File: src/rtl/ltssm_pkg.sv
// Shared LTSSM definitions: ordered-set symbol codes, TS identifiers and
// the training-set receiver state/field types.
package ltssm_pkg;

    localparam logic [7:0] COM_CODE = 8'hBC;
    localparam logic [7:0] PAD_CODE = 8'hF7;
    localparam logic [7:0] TS1_ID   = 8'h4A;
    localparam logic [7:0] TS2_ID   = 8'h45;

    localparam logic [3:0] TS_LAST_IDX = 4'd15;

    typedef enum logic {
        HUNT,
        COLLECT
    } ts_rx_st_e;

    // Fields that must repeat for two training sets to count as consecutive
    typedef struct packed {
        logic       ts2;
        logic [7:0] link;
        logic [7:0] lane;
        logic       link_pad;
        logic       lane_pad;
        logic [7:0] rate;
    } ts_key_t;

endpackage

File: src/rtl/ts_consec_counter.sv
// Counts consecutive identical training sets, saturating at CONSEC_TARGET.
module ts_consec_counter
    import ltssm_pkg::*;
#(
    parameter int CONSEC_TARGET = 8
) (
    input  logic       clk_i,
    input  logic       rst_i,
    input  logic       update_i,
    input  logic       error_i,
    input  logic       clear_i,
    input  ts_key_t    new_key_i,
    input  ts_key_t    base_key_i,
    output logic [3:0] cnt_o,
    output logic       met_o
);

    localparam logic [3:0] TARGET = 4'(CONSEC_TARGET);

    // A zero count means there is no valid baseline, so the next TS loads 1
    always_ff @(posedge clk_i or posedge rst_i) begin
        if (rst_i) begin
            cnt_o <= 4'd0;
        end else if (clear_i || error_i) begin
            cnt_o <= 4'd0;
        end else if (update_i) begin
            if ((new_key_i == base_key_i) && (cnt_o != 4'd0)) begin
                if (cnt_o < TARGET) begin
                    cnt_o <= cnt_o + 4'd1;
                end
            end else begin
                cnt_o <= 4'd1;
            end
        end
    end

    assign met_o = (cnt_o == TARGET);

endmodule

File: src/rtl/ts_os_receiver.sv
// TS1/TS2 ordered-set receiver: hunts for COM, validates 16 symbols and
// publishes the captured fields with a consecutive-match count.
module ts_os_receiver
    import ltssm_pkg::*;
#(
    parameter int CONSEC_TARGET = 8
) (
    input  logic       clk_i,
    input  logic       rst_i,
    input  logic       sym_valid_i,
    input  logic [7:0] sym_data_i,
    input  logic       sym_is_k_i,
    input  logic       clear_count_i,
    output logic       ts_valid_o,
    output logic       ts_is_ts2_o,
    output logic [7:0] link_num_o,
    output logic [7:0] lane_num_o,
    output logic       link_pad_o,
    output logic       lane_pad_o,
    output logic [7:0] n_fts_o,
    output logic [7:0] rate_id_o,
    output logic [7:0] train_ctl_o,
    output logic [3:0] consec_cnt_o,
    output logic       consec_met_o,
    output logic       os_err_o
);

    ts_rx_st_e  st, st_n;
    logic [3:0] idx, idx_n;
    logic       sym_ok, sym_err, ts_done, is_com, is_pad;

    logic [7:0] p_link, p_lane, p_nfts, p_rate, p_ctl, p_id;
    logic       p_link_pad, p_lane_pad;
    ts_key_t    new_key, base_key;

    assign is_com = sym_is_k_i && (sym_data_i == COM_CODE);
    assign is_pad = sym_is_k_i && (sym_data_i == PAD_CODE);

    always_comb begin
        sym_ok = 1'b0;
        case (idx)
            4'd1, 4'd2:       sym_ok = !sym_is_k_i || is_pad;
            4'd3, 4'd4, 4'd5: sym_ok = !sym_is_k_i;
            4'd6:             sym_ok = !sym_is_k_i &&
                                       ((sym_data_i == TS1_ID) || (sym_data_i == TS2_ID));
            default:          sym_ok = !sym_is_k_i && (sym_data_i == p_id);
        endcase
    end

    always_ff @(posedge clk_i or posedge rst_i) begin
        if (rst_i) begin
            st  <= HUNT;
            idx <= 4'd0;
        end else begin
            st  <= st_n;
            idx <= idx_n;
        end
    end

    // A COM that breaks a set is itself the start of the next one
    always_comb begin
        st_n    = st;
        idx_n   = idx;
        sym_err = 1'b0;
        ts_done = 1'b0;
        if (sym_valid_i) begin
            if (st == HUNT) begin
                if (is_com) begin
                    st_n  = COLLECT;
                    idx_n = 4'd1;
                end
            end else if (!sym_ok) begin
                sym_err = 1'b1;
                st_n    = is_com ? COLLECT : HUNT;
                idx_n   = is_com ? 4'd1 : 4'd0;
            end else if (idx == TS_LAST_IDX) begin
                ts_done = 1'b1;
                st_n    = HUNT;
                idx_n   = 4'd0;
            end else begin
                idx_n = idx + 4'd1;
            end
        end
    end

    always_ff @(posedge clk_i or posedge rst_i) begin
        if (rst_i) begin
            p_link     <= 8'd0;
            p_lane     <= 8'd0;
            p_link_pad <= 1'b0;
            p_lane_pad <= 1'b0;
            p_nfts     <= 8'd0;
            p_rate     <= 8'd0;
            p_ctl      <= 8'd0;
            p_id       <= 8'd0;
        end else if (sym_valid_i && (st == COLLECT) && sym_ok) begin
            case (idx)
                4'd1: begin p_link <= sym_data_i; p_link_pad <= is_pad; end
                4'd2: begin p_lane <= sym_data_i; p_lane_pad <= is_pad; end
                4'd3: p_nfts <= sym_data_i;
                4'd4: p_rate <= sym_data_i;
                4'd5: p_ctl  <= sym_data_i;
                4'd6: p_id   <= sym_data_i;
                default: ;
            endcase
        end
    end

    always_ff @(posedge clk_i or posedge rst_i) begin
        if (rst_i) begin
            ts_valid_o  <= 1'b0;
            os_err_o    <= 1'b0;
            ts_is_ts2_o <= 1'b0;
            link_num_o  <= 8'd0;
            lane_num_o  <= 8'd0;
            link_pad_o  <= 1'b0;
            lane_pad_o  <= 1'b0;
            n_fts_o     <= 8'd0;
            rate_id_o   <= 8'd0;
            train_ctl_o <= 8'd0;
        end else begin
            ts_valid_o <= ts_done;
            os_err_o   <= sym_err;
            if (ts_done) begin
                ts_is_ts2_o <= new_key.ts2;
                link_num_o  <= p_link;
                lane_num_o  <= p_lane;
                link_pad_o  <= p_link_pad;
                lane_pad_o  <= p_lane_pad;
                n_fts_o     <= p_nfts;
                rate_id_o   <= p_rate;
                train_ctl_o <= p_ctl;
            end
        end
    end

    assign new_key  = '{ts2: (p_id == TS2_ID), link: p_link, lane: p_lane,
                        link_pad: p_link_pad, lane_pad: p_lane_pad, rate: p_rate};
    assign base_key = '{ts2: ts_is_ts2_o, link: link_num_o, lane: lane_num_o,
                        link_pad: link_pad_o, lane_pad: lane_pad_o, rate: rate_id_o};

    ts_consec_counter #(
        .CONSEC_TARGET(CONSEC_TARGET)
    ) u_consec (
        .clk_i     (clk_i),
        .rst_i     (rst_i),
        .update_i  (ts_done),
        .error_i   (sym_err),
        .clear_i   (clear_count_i),
        .new_key_i (new_key),
        .base_key_i(base_key),
        .cnt_o     (consec_cnt_o),
        .met_o     (consec_met_o)
    );

endmodule

File: config.mk
export PLATFORM = sky130hd
export DESIGN_NAME = ts_os_receiver
export DESIGN_NICKNAME = d
export VERILOG_FILES = /design/src/rtl/ltssm_pkg.sv /design/src/rtl/ts_consec_counter.sv /design/src/rtl/ts_os_receiver.sv
export SDC_FILE = /design/constraint.sdc
export NUM_CORES = 1
export LEC_CHECK = 0
export ABC_AREA = 1
export ABC_CLOCK_PERIOD_IN_PS = 9780
export CORE_AREA = 2 2 102 104
export DETAILED_ROUTE_END_ITERATION = 16
export DIE_AREA = 0 0 104 106
export GPL_TIMING_DRIVEN = 0
export MAX_ROUTING_LAYER = met4
export PLACE_DENSITY = 0.76
export SYNTH_ARGS = -nofsm -noshare
export SYNTH_HDL_FRONTEND = slang
export SYNTH_SLANG_ARGS = --single-unit
export TNS_END_PERCENT = 10
File: constraint.sdc
create_clock -name clk_i -period 9.78 [get_ports clk_i]
set_input_delay 1.956 -clock clk_i [delete_from_list [all_inputs] [get_ports clk_i]]
set_output_delay 1.956 -clock clk_i [all_outputs]
set_load 0.005 [all_outputs]
==> summary.txt <==
Synth
  • Post-Synthesis Cells: 624
  • Sequential element share of the synthesized area: 0.498
  • Yosys reg bits: 104
  • Adder-Cell Fraction of Synth Area: 0.0144
  • Share of synthesized area spent on multiplexers: 0
  • Synthesized-area fraction occupied by and/or/nand/nor cells: 0.239
  • Summed instance area of the synthesized netlist: 5230 um^2
  • Compound-cell area share of the yosys netlist: 0.118
  • Mapped Nets: 643
  • Warnings from Yosys: 0
  • Number of different library cells in the post-synthesis netlist: 32
  • Dominant combinational cell family by area after synthesis: simple AND/OR/NAND/NOR gates
  • Post-synthesis area per instance: 8.38 um^2
  • Xor and xnor area share after synthesis: 0.0268

Global routing
  • Wire length of the first global-routing pass: 20,400 um
  • Total congestion overflow: 0
  • Initial antenna violation count: 0
  • Combined global-route utilization of all metal layers: 0.244
  • Vias in the first global route: 4,157
  • Largest net degree at the start of global routing: 66

Setup path
  • Critical Path Sink Type: flip-flop
  • Peak fanout along the critical path: 10
  • Top delay family on crit path: buffers and inverters
  • Path type of the worst setup path: input pin to flip-flop
  • Arrival time of the worst setup path: 4.24 ns
  • Largest incremental delay on the critical path: 0.74 ns
  • Launching element of the worst setup path: sym_data_i[0]
  • Crit path max-delay cell type: clkdlybuf4s50_1
  • CP cell instances: clkdlybuf4s50_1 > inv_2 > nor2_1 > nand2_1 > nand2_1 > nand2_1 > a21oi_2 > nand2_2 > nand2_4 > nand3_2 > clkbuf_1 > o21ai_0
  • Worst setup SP type: input pin
  • Cell repeated most along the worst path: nand2_1
  • Required time reported for the critical path endpoint: 10.06 ns
  • CP Buf/Inv Count: 3
  • FF-to-FF Start: idx[1]

CTS
  • Root buffer cell: clkbuf_8
  • TritonCTS Buffers: 9
  • TritonCTS clock tree: built
  • CTS sink count: 104
  • Post-CTS setup buffer count: 0
  • Number of buffers added to fix hold violations after cts: 0
  • CTS clock-pin slew for the worst setup and hold paths: 0.09 ns
  • Maximum buffer depth of the clock tree: 2
  • CTS-repair resized insts: 0
  • H-tree Lvls: 3
  • Latest clock arrival within the worst-skew pair: 0.38 ns

Final layout
  • Share of cells above drive strength 1: 0.125
  • Most common library cell in the layout ignoring fill and taps: nand2_1
  • Area overhead of the layout relative to synthesis: 17.5%
  • FF/Latch Area: 2600 um^2
  • Filler instances: 872
  • Number of inserted diodes: 0
  • Total area of multi-input combinational cells: 2080 um^2
  • NumNets Final: 711
  • Final Core Density: 0.614
  • Highest-count cells in the layout ignoring fill and taps: nand2_1 (209), dfrtp_1 (104), inv_1 (84), clkdlybuf4s50_1 (56), o21ai_0 (48)

Floorplan
  • Core region area: 10000 um^2
  • Initial core utilization: 0.523
  • Boundary pin count: 63
  • Count of standard-cell rows: 37
  • X dimension of the die: 104 um
  • Die Outline Area: 11,000 um^2
  • Height of the chip: 106 um

Timing
  • Highest clock frequency the design can meet: 253 MHz
  • Count of endpoints failing hold in the final timing report: 0
  • Worst slew slack as a fraction of its limit: 0.469
  • Worst-case clock skew: 0.00938 ns
  • Number of setup violations in the final report: 0
  • Setup repair after global routing missed its margin: no
  • Pins over their slew limit: 0
  • Worst-margin pin slew: 0.797 ns
  • Fin Setup TNS: 0 ns
  • Portion of the clock cycle consumed by the worst path in the final layout: 0.405
  • Min Tclk post-route: 3.96 ns

Route
  • DRT antenna net count: 0
  • Total via count after detailed routing: 4,205
  • Detailed-router iteration count before antenna repair: 5
  • Drt initial violations: 275
  • DRT Wirelength: 12,000 um
  • Post-detailed-route via-to-cell ratio: 5.05
  • Routed length per placed instance: 14.4 um
  • Post-route DRC violation count: 0

Power and ir drop
  • VDD IR max: 0.0908 mV
  • Cell Pwr Density: 156 nW/um^2
  • Static leakage: 3.02 nW

Placement
  • Dpl hpwl: 8710 um
  • Port-buffer cells: 56
  • GP Congestion: 0.886

Job
  • Maximum capacitance violations: 0

Min path
  • Class of the tightest hold or removal check: flip-flop to flip-flop
  • Source of the worst hold timing path: train_ctl_o[4]

Run status
  • Result of the run: finished, final reports clean
## cell usage after synthesis (all sizes together)
cell type	count	area, um^2
nand2	213	828
dfrtp	104	2600
inv	93	349
o21ai	90	559
nor2	37	211
nand3	26	145
buf	20	193
xnor2	10	87.6
ha	6	75.1
xor2	6	52.6
nand4	5	31.3
nor3	3	25.0
o21a	3	22.5
a21oi	2	13.8
o22ai	2	12.5
clkbuf	1	3.75
clkinv	1	3.75
nor4	1	6.26
o31ai	1	7.51
## routing by layer
| metal | GRT usage | routed length, um | up-vias |
|---|---|---|---|
| li1 | - | - | 2070 |
| met3 | 0.0313 | 565 | 16 |
| met5 | - | 0 | - |
| met1 | 0.314 | 5220 | 2016 |
| met4 | 0.0907 | 214 | 0 |
| met2 | 0.399 | 6000 | 103 |
## power by group
| part | switching [mW] | total (mW) | internal, mW |
|---|---|---|---|
| clock | 0.146 | 0.239 | 0.0924 |
| combinational | 0.136 | 0.207 | 0.0710 |
| sequential | 0.0341 | 0.512 | 0.478 |
## final timing paths
kind | slack (ns) | cells past startpoint | end
max | 5.82 | 12 | lane_num_o[3]
min | 0.49 | 2 | train_ctl_o[4]
max reg2reg | 7.38 | 11 | lane_num_o[3]
min reg2reg | 0.49 | 2 | train_ctl_o[4]
max in group asynchronous | 7.00 | 3 | ts_is_ts2_o
min in group asynchronous | 2.09 | 2 | lane_num_o[0]
## metrics by stage
step                      worst slack [ns]  std cells  hold WS, ns  area (um^2)  total power [mW]
final                                 5.82        832        0.490         6140             0.958
after global routing                  5.67        832        0.518         6140              1.02
after CTS                             5.85        832        0.496         6140             0.963
after detailed placement              5.49        817        0.472         5980             0.725
after global placement                3.62        816        0.467         5960             0.713
after floorplan                       5.09        624        0.453         5230             0.670
## layout make-up
| type | count | share of cell area |
|---|---|---|
| buffer | 21 | 0.0320 |
| clock buffer | 11 | 0.0214 |
| clock inverter | 4 | 0.00489 |
| inverter | 94 | 0.0578 |
| multi-input combinational | 405 | 0.338 |
| sequential | 104 | 0.424 |
| tap | 136 | 0.0277 |
| timing repair buffer | 57 | 0.0945 |
## kinds of logic after synthesis
logic type	count (synthesis)
compound gates	98
xor+xnor	16
simple gates	285
fa+ha+maj	6
flops	104
buf+inv	115
## worst min-delay path, cell delays in order (launching register included)
cell and delay, ns:
dfrtp_1 0.35, nand2_1 0.06, o21ai_2 0.05
Note: power is estimated with default switching activity, not from simulation.
